`config.mk`:
```
export PLATFORM = sky130hd
export DESIGN_NAME = sdm_dac_core
export DESIGN_NICKNAME = d
export VERILOG_FILES = /design/src/rtl/sdm_dac_core.sv
export SDC_FILE = /design/constraint.sdc
export NUM_CORES = 1
export LEC_CHECK = 0
export CORE_MARGIN = 5
export CORE_UTILIZATION = 45
export DETAILED_ROUTE_END_ITERATION = 6
export GPL_TIMING_DRIVEN = 0
export PLACE_DENSITY = 0.59
export SLEW_MARGIN = 25
export SYNTH_ARGS = -nofsm -noshare
export SYNTH_HDL_FRONTEND = slang
export SYNTH_SLANG_ARGS = --single-unit
```
`constraint.sdc`:
```
create_clock -name clk_25 -period 21 [get_ports clk_25]
set_input_delay 5.25 -clock clk_25 [delete_from_list [all_inputs] [get_ports clk_25]]
set_output_delay 5.25 -clock clk_25 [all_outputs]
set_load 0.1 [all_outputs]
```
`src/rtl/sdm_dac_core.sv`:
```
// -----------------------------------------------------------------------------
// sdm_dac_core -- 1-bit sigma-delta DAC modulator, 1st or 2nd order (CIFB).
//
// Samples enter through a valid/ready handshake into a 1-deep holding
// register. Every OSR cycles (a "tick") the held sample moves into the loop
// input x_cur. The loop integrators saturate instead of wrapping, so an
// overloaded 2nd-order loop pins high or low rather than flipping sign.
//
// Parameters:
//   N      signed input sample width
//   ORDER  modulator order, 1 or 2
//   OSR    clk_25 cycles per input sample (2..65535)
//
// Ports:
//   clk_25       modulator clock
//   areset       asynchronous reset, active low
//   en           enable; low clears the loop state synchronously
//   din          signed sample
//   din_valid    din qualifier
//   din_ready    holding register empty
//   sample_tick  pulse when a sample enters the loop (or an underrun occurs)
//   clr_status   synchronous clear of the sticky flags
//   underrun     sticky: tick with an empty holding register
//   ovf          sticky: an integrator clamped
//   pdm          registered 1-bit output
//
// Build option: define SDM_DITHER_EN to add a 16-bit LFSR dither (-8..+7)
// to the quantiser input. Without it the dither term is zero and no LFSR
// is built.
// -----------------------------------------------------------------------------

// Saturating accumulate: sum = sat(acc + sext(add) - sub).
module sdm_sat_int #(
  parameter int W  = 18,
  parameter int AW = 16
) (
  input  logic signed [W-1:0]  acc,
  input  logic signed [AW-1:0] add,
  input  logic signed [W-1:0]  sub,
  output logic signed [W-1:0]  sum,
  output logic                 clamp
);
  // Two guard bits cover the worst case of three near-full-scale operands.
  localparam int XW = W + 2;
  localparam logic signed [XW-1:0] MAX_X = {3'b000, {(W-1){1'b1}}};
  localparam logic signed [XW-1:0] MIN_X = {3'b111, {(W-1){1'b0}}};
  localparam logic signed [W-1:0]  MAX_W = {1'b0, {(W-1){1'b1}}};
  localparam logic signed [W-1:0]  MIN_W = {1'b1, {(W-1){1'b0}}};

  logic signed [XW-1:0] raw;

  always_comb begin
    raw   = {{2{acc[W-1]}}, acc} + {{(XW-AW){add[AW-1]}}, add}
          - {{2{sub[W-1]}}, sub};
    sum   = raw[W-1:0];
    clamp = 1'b0;
    if (raw > MAX_X) begin
      sum   = MAX_W;
      clamp = 1'b1;
    end else if (raw < MIN_X) begin
      sum   = MIN_W;
      clamp = 1'b1;
    end
  end
endmodule

module sdm_dac_core #(
  parameter int N     = 16,
  parameter int ORDER = 2,
  parameter int OSR   = 64
) (
  input  logic         clk_25,
  input  logic         areset,
  input  logic         en,
  input  logic [N-1:0] din,
  input  logic         din_valid,
  output logic         din_ready,
  output logic         sample_tick,
  input  logic         clr_status,
  output logic         underrun,
  output logic         ovf,
  output logic         pdm
);
  localparam int W1 = N + 2;
  localparam int W2 = N + 4;
  localparam int PW = (OSR > 2) ? $clog2(OSR) : 1;
  localparam logic [PW-1:0] PH_LAST = PW'(OSR - 1);
  // Feedback magnitude 2^(N-1), carried at the widest integrator width.
  localparam logic signed [W2-1:0] FB_POS = {{(W2-N){1'b0}}, 1'b1, {(N-1){1'b0}}};

  if (ORDER != 1 && ORDER != 2) begin : g_bad_order
    $error("sdm_dac_core: ORDER must be 1 or 2");
  end
  if (OSR < 2 || OSR > 65535) begin : g_bad_osr
    $error("sdm_dac_core: OSR must be in 2..65535");
  end

  logic signed [W1-1:0] i1_q, i1_d, i1_n;
  logic signed [W2-1:0] i2_q, i2_d, i2_n;
  logic signed [N-1:0]  x_cur_q, x_cur_d, hold_q, hold_d;
  logic                 hold_full_q, hold_full_d;
  logic [PW-1:0]        phase_q, phase_d;
  logic                 pdm_q, pdm_d;
  logic                 underrun_q, underrun_d;
  logic                 ovf_q, ovf_d;
  logic                 clamp1, clamp2;
  logic                 tick;
  logic signed [W2-1:0] fb;
  logic signed [W2-1:0] loop_v;
  logic signed [W2:0]   q;
  logic signed [4:0]    dither;

  assign fb = pdm_q ? FB_POS : -FB_POS;

  sdm_sat_int #(.W(W1), .AW(N)) u_int1 (
    .acc   (i1_q),
    .add   (x_cur_q),
    .sub   (fb[W1-1:0]),
    .sum   (i1_n),
    .clamp (clamp1)
  );

  if (ORDER == 2) begin : g_ord2
    // Second stage integrates the already-updated first stage (CIFB).
    sdm_sat_int #(.W(W2), .AW(W1)) u_int2 (
      .acc   (i2_q),
      .add   (i1_n),
      .sub   (fb),
      .sum   (i2_n),
      .clamp (clamp2)
    );
  end else begin : g_ord1
    assign i2_n   = '0;
    assign clamp2 = 1'b0;
  end

`ifdef SDM_DITHER_EN
  logic [15:0] lfsr_q, lfsr_d;
  logic        lfsr_fb;

  // Fibonacci LFSR, taps 16,14,13,11 in right-shift form; reseeded while
  // disabled so every enable starts the same dither sequence.
  always_comb begin
    lfsr_fb = lfsr_q[0] ^ lfsr_q[2] ^ lfsr_q[3] ^ lfsr_q[5];
    lfsr_d  = en ? {lfsr_fb, lfsr_q[15:1]} : 16'hACE1;
  end

  always_ff @(posedge clk_25 or negedge areset) begin
    if (!areset) lfsr_q <= 16'hACE1;
    else         lfsr_q <= lfsr_d;
  end

  assign dither = $signed({1'b0, lfsr_q[3:0]}) - 5'sd8;
`else
  assign dither = '0;
`endif

  always_comb begin
    tick = en & (phase_q == PH_LAST);

    // Quantiser input, widened by one bit so adding dither cannot wrap.
    loop_v = (ORDER == 1) ? {{(W2-W1){i1_n[W1-1]}}, i1_n} : i2_n;
    q      = {loop_v[W2-1], loop_v} + {{(W2-4){dither[4]}}, dither};

    if (en) begin
      phase_d = tick ? '0 : phase_q + 1'b1;
      i1_d    = i1_n;
      i2_d    = i2_n;
      pdm_d   = ~q[W2];
    end else begin
      phase_d = '0;
      i1_d    = '0;
      i2_d    = '0;
      pdm_d   = 1'b0;
    end

    // Tick unload and handshake load never collide: ready is low while full.
    x_cur_d     = x_cur_q;
    hold_d      = hold_q;
    hold_full_d = hold_full_q;
    if (tick && hold_full_q) begin
      x_cur_d     = hold_q;
      hold_full_d = 1'b0;
    end else if (din_valid && !hold_full_q) begin
      hold_d      = din;
      hold_full_d = 1'b1;
    end

    // Sticky flags: a set in the same cycle as clr_status wins.
    underrun_d = (tick & ~hold_full_q) | (underrun_q & ~clr_status);
    ovf_d      = (en & (clamp1 | clamp2)) | (ovf_q & ~clr_status);
  end

  always_ff @(posedge clk_25 or negedge areset) begin
    if (!areset) begin
      i1_q        <= '0;
      i2_q        <= '0;
      x_cur_q     <= '0;
      hold_q      <= '0;
      hold_full_q <= 1'b0;
      phase_q     <= '0;
      pdm_q       <= 1'b0;
      underrun_q  <= 1'b0;
      ovf_q       <= 1'b0;
    end else begin
      i1_q        <= i1_d;
      i2_q        <= i2_d;
      x_cur_q     <= x_cur_d;
      hold_q      <= hold_d;
      hold_full_q <= hold_full_d;
      phase_q     <= phase_d;
      pdm_q       <= pdm_d;
      underrun_q  <= underrun_d;
      ovf_q       <= ovf_d;
    end
  end

  assign din_ready   = ~hold_full_q;
  assign sample_tick = tick;
  assign underrun    = underrun_q;
  assign ovf         = ovf_q;
  assign pdm         = pdm_q;
endmodule

```
Yosys cells after proc, flatten, opt, wreduce, memory -nomap -nowiden
Index checks and enable logic that the tools add are counted.
- add/sub/neg operators: 5
- order comparisons: 4
- eq/ne operators: 1
- multiplexer cells: 16
- bitwise logic cells: 12
- reduce and logical (&&, ||, !) cells: 5
- operator list (kind ; number):
    20-bit 2-to-1 mux ; 4
    18-bit 2-to-1 mux ; 3
    22-bit by 20-bit > comparator with 1-bit output (second input constant) ; 1
    22-bit by 20-bit < comparator with 1-bit output (second input constant) ; 1
    22-bit subtractor ; 1
    20-bit by 18-bit adder with 21-bit output ; 1
    20-bit by 18-bit > comparator with 1-bit output (second input constant) ; 1
    20-bit by 18-bit < comparator with 1-bit output (second input constant) ; 1
    20-bit subtractor ; 1
    18-bit by 16-bit adder with 19-bit output ; 1
    6-bit 2-to-1 mux ; 2
    1-bit 2-to-1 mux ; 7
    6-bit by 1-bit adder with 6-bit output (second input constant) ; 1
    6-bit equality test (second input constant) ; 1
    1-bit AND ; 5
    1-bit NOT ; 4
    1-bit bitwise OR ; 3
    1-bit logical AND ; 2
    2-bit AND reduction ; 1
    2-bit nonzero test ; 1
    1-bit zero test ; 1
- bits in registers: 80
- bits of input ports: 21
- output and inout port bits: 5
- logic and storage cells: 52

Logic depth before layout (Yosys ltp)
Gate-level depths: netlist of the first run.
- depth in word-level cells: 13
- depth in mapped cells: 40
- mapped depth without buffers: 38

Hierarchy
A second synthesis of the first run with hierarchy kept.
- cells, all modules: 859
- area, all modules: 7467.2 um^2
- modules (own cells, without submodules) (module ; times used ; cells an instance ; area an instance (um^2) ; seq. area each (um^2)):
    sdm_dac_core ; 1 ; 191 ; 2846.5 ; 2001.9
    sdm_sat_int at g_ord2.u_int2 ; 1 ; 352 ; 2414.8 ; 0.0
    sdm_sat_int at u_int1 ; 1 ; 316 ; 2205.9 ; 0.0

Worst setup path before layout of the first run
Ideal clock, no wire load.
- kind: input-to-output
- start point: input en
- end point: output sample_tick
- data arrival time: 6.782 ns
- data required time: 15.750 ns
- setup slack: 8.968 ns
- stages on the path: 2
- buffers on the path: 0
- cells stage by stage: clkinv_1 nor2_1
- word-level cells in the longest chain between the ends: 1
- ends and longest elaborated chain (element ; line ; RTL):
    start, declared ; 74 ; input logic en,
    1-bit AND ; 159 ; tick = en & (phase_q == PH_LAST);
    end, declared ; 78 ; output logic sample_tick,
Every way passes these cells.

Worst setup path after layout of the first run
Same ends and word-level chain as after synthesis.

==> results.toml, run 1 <==
[outcome]
run_status = "completed"

[critical_path]
crit_fanout = 10
path_common_cell = "clkdlybuf4s50_1"
slowest_delay_ps = 1180
critical_path_class = "primary input to output pin"
path_cells = "clkdlybuf4s50_1, clkinv_1, nor2_1, clkdlybuf4s50_1"
slowest_stage = "clkdlybuf4s50_1"
end_kind = "output pin"
worst-path-buf-inv = 3
cp.required_ps = 15750
crit_arrival_ps = 7600
critPathTopFamily = "buffers and inverters"
startpoint_type = "primary input"

[hold_path]
hold_class = "flop to flop"

[die]
pin_count = 26
die_x_um = 116.7
rows = 39
die-height_um = 116.7
die-area_um2 = 13630
start_util_pct = 45.49
core_um2 = 11270

[sta]
finalSetupViolations = 0
relSlewSlack_pct = 34.99
holdWs_ps = 454.3
rsz0062_at_grt = "false"
timing.fmax_mhz = 77.85
layout_min_cycle_time_ps = 12850
skew_ps = 6.695
worst_slew_pin_slew_ps = 972.1
post-route-period-util_pct = 61.17
fin_tns_setup_ps = 0
hold_viol = 0
slew_viol_final = 0

[cts]
cts.path.max_buffers = 2
insertion_delay_ps = 340
cts_hold_buf = 0
cts.repair.resized = 0
cts_tree = "built"
clkTransAtPathRegs_ps = 50
root_buffer = "clkbuf_16"
cts-htree-levels = 3
postCtsSetupBuffers = 0
cts_sinks = 80
numCtsBuffers = 9

[logic_synthesis]
synth-async-reset-ratio_pct = 100.0
ys.flop_type = "dfrtp_1"
synthTopCellsByArea = "dfrtp_1 (39%), ha_1 (12%), mux2_2 (7.0%), a21oi_1 (3.5%), o21ai_0 (3.4%)"
ys_seq_area_share_pct = 39.04
avgSynthCellArea_um2 = 10.19
synth.distinct_cells = 61
ys_warn_count = 0
syn_area_um2 = 5127
synthCells = 503
synth.largest_area_cell = "dfrtp_1"
synth_enable_flop_cells = 0
netlist.area_leader.share_pct = 39.04
synth_nets = 576
postSynthRegisterBits = 80

[route]
wl_per_cell_um = 15.80
via_count = 3712
wirelength_mm = 10.87
drtAntennaViolNets = 0
drt_iter0_drc = 131
route.detailed.drc = 0
via_per_inst = 5.395
dr.pass1.iters = 4

[placed_design]
hpwl_mm = 8.130
port_buffers = 25
place_inst = 672
gp_congestion = 0.8301

[final_layout]
diodes = 0
nets = 613
instances_no_fill = 688
synthToLayoutAreaGrowth_pct = 14.74
layout-drive-gt1-share_pct = 13.03

[global_route]
first_global_vias = 3687
grt_first_pass_wirelength_mm = 18.04
grt-ovfl-total = 0
grt_max_degree = 43
track_usage_pct = 17.10
antenna_found_initial = 0

[flow_run]
maxCapViolCount = 0
-- synthesized netlist by cell type (10+ instances only) --
cell type,instances
mux2_2,32
xor2_1,16
dfrtp_1,80
xnor2_1,19
a21oi_1,36
o21ai_0,35
and2_1,17
a21o_1,16
ha_1,48
inv_1,16
nor2_1,31
o21a_1,10
nand2_1,29
-- through the flow --
stage | setup WS [ps] | instance area (um^2) | utilization [%]
2_1_floorplan | 8968 | 5127 | -
3_3_place_gp | 8121 | 5557 | 49.30
3_5_place_dp | 8110 | 5582 | 49.52
4_1_cts | 8109 | 5883 | 52.19
5_1_grt | 8016 | 5883 | 52.19
6_report | 8154 | 5883 | 52.19
-- cell type report --
| class | count | area, um^2 |
|---|---|---|
| clock buffers | 14 | 264.0 |
| repair buffers | 26 | 275.3 |
| multi-input cells | 396 | 3009 |
| plain buffers | 10 | 52.55 |
| flip-flops and latches | 80 | 2002 |
| clock inverters | 2 | 37.54 |
| well taps | 143 | 178.9 |
| inverters | 17 | 63.81 |
| fillers | 1059 | 5389 |
-- cell families (layout without fill, tap and decap cells) --
family	count (synthesis)	after routing	synth area share, %
multiplexers	35	35	7.687
AND/OR/NAND/NOR	124	124	12.74
XOR/XNOR	35	35	5.978
flip-flops	80	80	39.04
adder cells (fa/ha/maj)	52	52	13.27
AO/OA/AOI/OAI	150	150	19.01
buffers and inverters	27	69	2.269
-- cells in the final DEF, fill, tap and decap left out, types with 10 or more instances in the layout --
cell type | synthesis | routed
xor2_1 | 16 | 16
o21a_1 | 10 | 10
clkdlybuf4s50_1 | 0 | 24
dfrtp_1 | 80 | 80
mux2_2 | 32 | 32
nand2_1 | 29 | 29
o21ai_0 | 35 | 35
nor2_1 | 31 | 31
inv_1 | 16 | 16
a21o_1 | 16 | 16
and2_1 | 17 | 17
ha_1 | 48 | 48
xnor2_1 | 19 | 19
a21oi_1 | 36 | 36
-- registers in the layout, indices dropped and copies added (netlist names) --
signal / flops
i2_q: 20
phase_q: 6
x_cur_q: 16
ovf: 1
i1_q: 18
hold_full_q: 1
underrun: 1
pdm: 1
hold_q: 16
-- per-layer routing --
metal	share of wire (%)	wire length (um)	GRT usage [%]	vias up
met5	0	0	0	-
met3	2.9	313	3.834	12
met2	47	5136	27.76	43
li1	-	-	-	1893
met4	1.3	141	5.199	0
met1	49	5282	22.89	1764
-- final timing paths --
path                               end  cells after the start        from  slack, ps
setup / recovery           sample_tick                      4          en       8150
hold / removal              phase_q[0]                      1  phase_q[0]        450
setup reg to reg              i2_q[17]                     40  x_cur_q[0]      12260
hold reg to reg             phase_q[0]                      1  phase_q[0]        450
max in group asynchronous      i2_q[4]                      2      areset      15510
min in group asynchronous   hold_q[13]                      1      areset       4890
Power of run 1 is not shown: default switching activity piles up to over one toggle a cycle in this logic, so the estimate is an artifact.
==> inputs of run 2 (changes only) <==
Settings changed: PLACE_DENSITY 0.59 to 0.61.
Clock period 21 ns to 11.1 ns, I/O delays scaled along.
==> results.toml, run 2 (synthesis results as in run 1) <==
[critical_path]
startpoint_type = "flop"
worst-path-buf-inv = 4
critical_path_class = "flop to flop"
cp.required_ps = 11310
slowest_delay_ps = 440
timing.rr.start = "x_cur_q[0]"
slowest_stage = "fa_1"
r2r-end = "i2_q[17]"
end_kind = "flop"
critPathTopFamily = "compound AO/OA/AOI/OAI gates"
crit_fanout = 10
crit_arrival_ps = 8980
ff2ff_setup_slack_ps = 2320
r2r_cells = 40

[route]
wirelength_mm = 10.88
wl_per_cell_um = 15.81
via_count = 3708
via_per_inst = 5.390
drt_iter0_drc = 161
drtAntennaViolNets = 0
dr.pass1.iters = 4
route.detailed.drc = 0

[placed_design]
place_inst = 672
placed_area_um2 = 5582
hpwl_mm = 8.197
port_buffers = 25
gp_congestion = 0.8315

[global_route]
grt_max_degree = 46
track_usage_pct = 17.03
antenna_found_initial = 0
gr-max-usage-layer = "met2"
grt_util_met1_pct = 22.76
grt-ovfl-total = 0
met2_usage_pct = 27.57
first_global_vias = 3840
use_met3_pct = 3.679
grt_first_pass_wirelength_mm = 18.14

[cts]
cts_sinks = 80
cts.path.max_buffers = 2
cts.repair.resized = 0
root_buffer = "clkbuf_16"
cts-htree-levels = 3
numCtsBuffers = 9
clkTransAtPathRegs_ps = 70
insertion_delay_ps = 340
cts_hold_buf = 0
cts_tree = "built"
postCtsSetupBuffers = 0

[sta]
slew_viol_final = 0
finalSetupViolations = 0
hold_viol = 0
layout_min_cycle_time_ps = 8775
rsz0062_at_grt = "false"
worst_slew_pin_slew_ps = 980.4
fin_tns_setup_ps = 0
holdWs_ps = 460.3
relSlewSlack_pct = 34.43
skew_ps = 7.604
timing.fmax_mhz = 114.0
post-route-period-util_pct = 79.05

[die]
die-area_um2 = 13630
rows = 39
start_util_pct = 45.49
die-height_um = 116.7
die_x_um = 116.7
core_um2 = 11270
pin_count = 26

[outcome]
run_status = "completed"

[flow_run]
maxCapViolCount = 0

[final_layout]
top_register = "i2_q"
nets = 613
instances_no_fill = 688
layout-drive-gt1-share_pct = 13.58
final_cell_mix = "dfrtp_1 (80), ha_1 (48), a21oi_1 (36), o21ai_0 (35), mux2_2 (32)"
multi_input_area_um2 = 3009
synthToLayoutAreaGrowth_pct = 15.28
fillers = 1015
largest_register_ffs = 20
reg_top3 = "i2_q x20, i1_q x18"
regArea_um2 = 2002
diodes = 0
fin_area_um2 = 5911
layout_commonest_cell = "dfrtp_1"

[hold_path]
hold-path-endpoint = "phase_q[0]"
hold_class = "flop to flop"
min-delay-start = "phase_q[0]"
hold_depth = 1
[run 2: cell types whose count changed in the layout (fill, tap and decap cells not counted), sizes merged]
cell / change
clkinvlp: +1
clkinv: +1
clkbuf: -5
inv: +2
bufinv: +1
[run 2: worst max-delay path by stage]
stage / start / end / slack (ps) / cells past startpoint
4_1_cts: x_cur_q[0] / i2_q[18] / 2250 / 40
2_1_floorplan: i1_q[0] / i2_q[11] / 3820 / 40
3_5_place_dp: x_cur_q[0] / i2_q[18] / 2310 / 40
3_3_place_gp: x_cur_q[0] / i2_q[17] / 2430 / 40
5_1_grt: x_cur_q[0] / i2_q[12] / 1510 / 40
6_report: x_cur_q[0] / i2_q[17] / 2320 / 40
[run 2: through the flow]
step                      util (%)  setup WS, ps
after floorplan                  -          3816
after global placement       49.30          2427
after detailed placement     49.52          2309
after CTS                    52.44          2251
after global routing         52.44          1511
final                        52.44          2325
[run 2: final cells by class]
type	instances	area share [%]
clock inverters	7	1.757
plain buffers	10	0.8891
well taps	143	3.027
multi-input cells	396	50.91
clock buffers	9	3.810
inverters	17	1.080
repair buffers	26	4.657
flip-flops and latches	80	33.87
[run 2: per-layer routing]
layer	part of all wire (%)	wire (um)
met3	3.0	327
met5	0	0
met1	48	5223
met4	1.6	178
met2	47	5146
Power of run 2 is left out for the same reason.
==> inputs of run 3 (changes only) <==
Settings changed: PLACE_DENSITY 0.61 to 0.59.
Clock period 11.1 ns to 8.7 ns, I/O delays scaled along.
==> results.toml, run 3 (synthesis results as in run 1) <==
[outcome]
run_status = "completed"

[die]
die_x_um = 116.7
rows = 39
core_um2 = 11270
die-area_um2 = 13630
start_util_pct = 45.49
die-height_um = 116.7
pin_count = 26

[critical_path]
crit_arrival_ps = 8340
r2r-end = "i2_q[17]"
worst-path-buf-inv = 2
end_kind = "flop"
timing.rr.start = "x_cur_q[0]"
ff2ff_setup_slack_ps = 580
critical_path_class = "flop to flop"
startpoint_type = "flop"
critPathTopFamily = "compound AO/OA/AOI/OAI gates"
r2r_cells = 38
slowest_stage = "fa_1"
slowest_delay_ps = 410
cp.required_ps = 8910
crit_fanout = 10

[sta]
skew_ps = 6.588
fin_tns_setup_ps = 0
setup_ws_ps = 576.8
layout_min_cycle_time_ps = 8123
timing.fmax_mhz = 123.1
relSlewSlack_pct = 34.99
finalSetupViolations = 0
post-route-period-util_pct = 93.37
hold_viol = 0
holdWs_ps = 454.3
worst_slew_pin_slew_ps = 972.1
slew_viol_final = 0

[placed_design]
hpwl_mm = 8.130
port_buffers = 25
placed_area_um2 = 5582
place_worst_setup_slack_ps = -5.662
gp_congestion = 0.8301

[final_layout]
synthToLayoutAreaGrowth_pct = 15.79
final_cell_mix = "dfrtp_1 (80), ha_1 (48), a21oi_1 (35), o21ai_0 (33), mux2_2 (32)"
top_register = "i2_q"
layout-drive-gt1-share_pct = 14.44
largest_register_ffs = 20
fin_area_um2 = 5937
diodes = 0
layout_commonest_cell = "dfrtp_1"
nets = 615
reg_top3 = "i2_q x20, i1_q x18"

[route]
drt_iter0_drc = 156
wl_per_cell_um = 15.81
wirelength_mm = 10.91
drtAntennaViolNets = 0
dr.pass1.iters = 4
route.detailed.drc = 0
via_per_inst = 5.387
via_count = 3717

[global_route]
grt_first_pass_wirelength_mm = 18.04
track_usage_pct = 17.10
grt-ovfl-total = 0
antenna_found_initial = 0
grt_max_degree = 43
first_global_vias = 3687

[cts]
cts-htree-levels = 3
numCtsBuffers = 9
cts_sinks = 80
clkTransAtPathRegs_ps = 60
root_buffer = "clkbuf_16"
insertion_delay_ps = 340
cts.path.max_buffers = 2
cts_tree = "built"

[hold_path]
hold-path-endpoint = "phase_q[0]"
min-delay-start = "phase_q[0]"
hold_depth = 1
hold_class = "flop to flop"

[flow_run]
maxCapViolCount = 0
==> run 3: timing repair <==
item,CTS,global route
setup buffers,0,2
resized for setup,1,11
endpoints found under the setup margin,7,20
hold buffers,0,0
pin swaps,0,2
==> run 3: per-layer routing <==
layer / vias up / wire (um) / global-route usage [%]
li1: 1895 / - / -
met3: 16 / 404 / 3.834
met1: 1748 / 5211 / 22.89
met4: 0 / 156 / 5.199
met5: - / 0 / 0
met2: 58 / 5134 / 27.76
==> run 3: worst max path at each step <==
stage,cells past startpoint,to,from,slack (ps)
after global placement,40,i2_q[17],x_cur_q[0],-6
after floorplan,40,i2_q[11],i1_q[0],1420
after detailed placement,40,i2_q[17],x_cur_q[0],-6
after global routing,38,i2_q[17],x_cur_q[0],-20
final,38,i2_q[17],x_cur_q[0],580
after CTS,40,i2_q[17],x_cur_q[0],70
==> run 3: area by class of cell <==
| cell class | count | area [um^2] |
|---|---|---|
| Sequential cell | 80 | 2002 |
| Timing Repair Buffer | 28 | 290.3 |
| Fill cell | 1051 | 5335 |
| Clock buffer | 14 | 264.0 |
| Clock inverter | 2 | 37.54 |
| Multi-Input combinational cell | 396 | 3043 |
| Inverter | 17 | 63.81 |
| Buffer | 10 | 57.56 |
| Tap cell | 143 | 178.9 |
==> run 3: worst reg2reg max path: cells and delay by family (launching register included) <==
kind	cells	cell delay, ps
adder cells (fa/ha/maj)	6	1680
flip-flops	1	390
XOR/XNOR	2	300
buffers and inverters	2	320
AND/OR/NAND/NOR	6	1050
AO/OA/AOI/OAI	22	4280
==> run 3: stage by stage <==
stage	util [%]	std cells
2_1_floorplan	-	503
3_5_place_dp	49.52	672
6_report	52.67	690
5_1_grt	52.67	690
4_1_cts	52.27	688
3_3_place_gp	49.30	671
Power of run 3 is left out for the same reason.
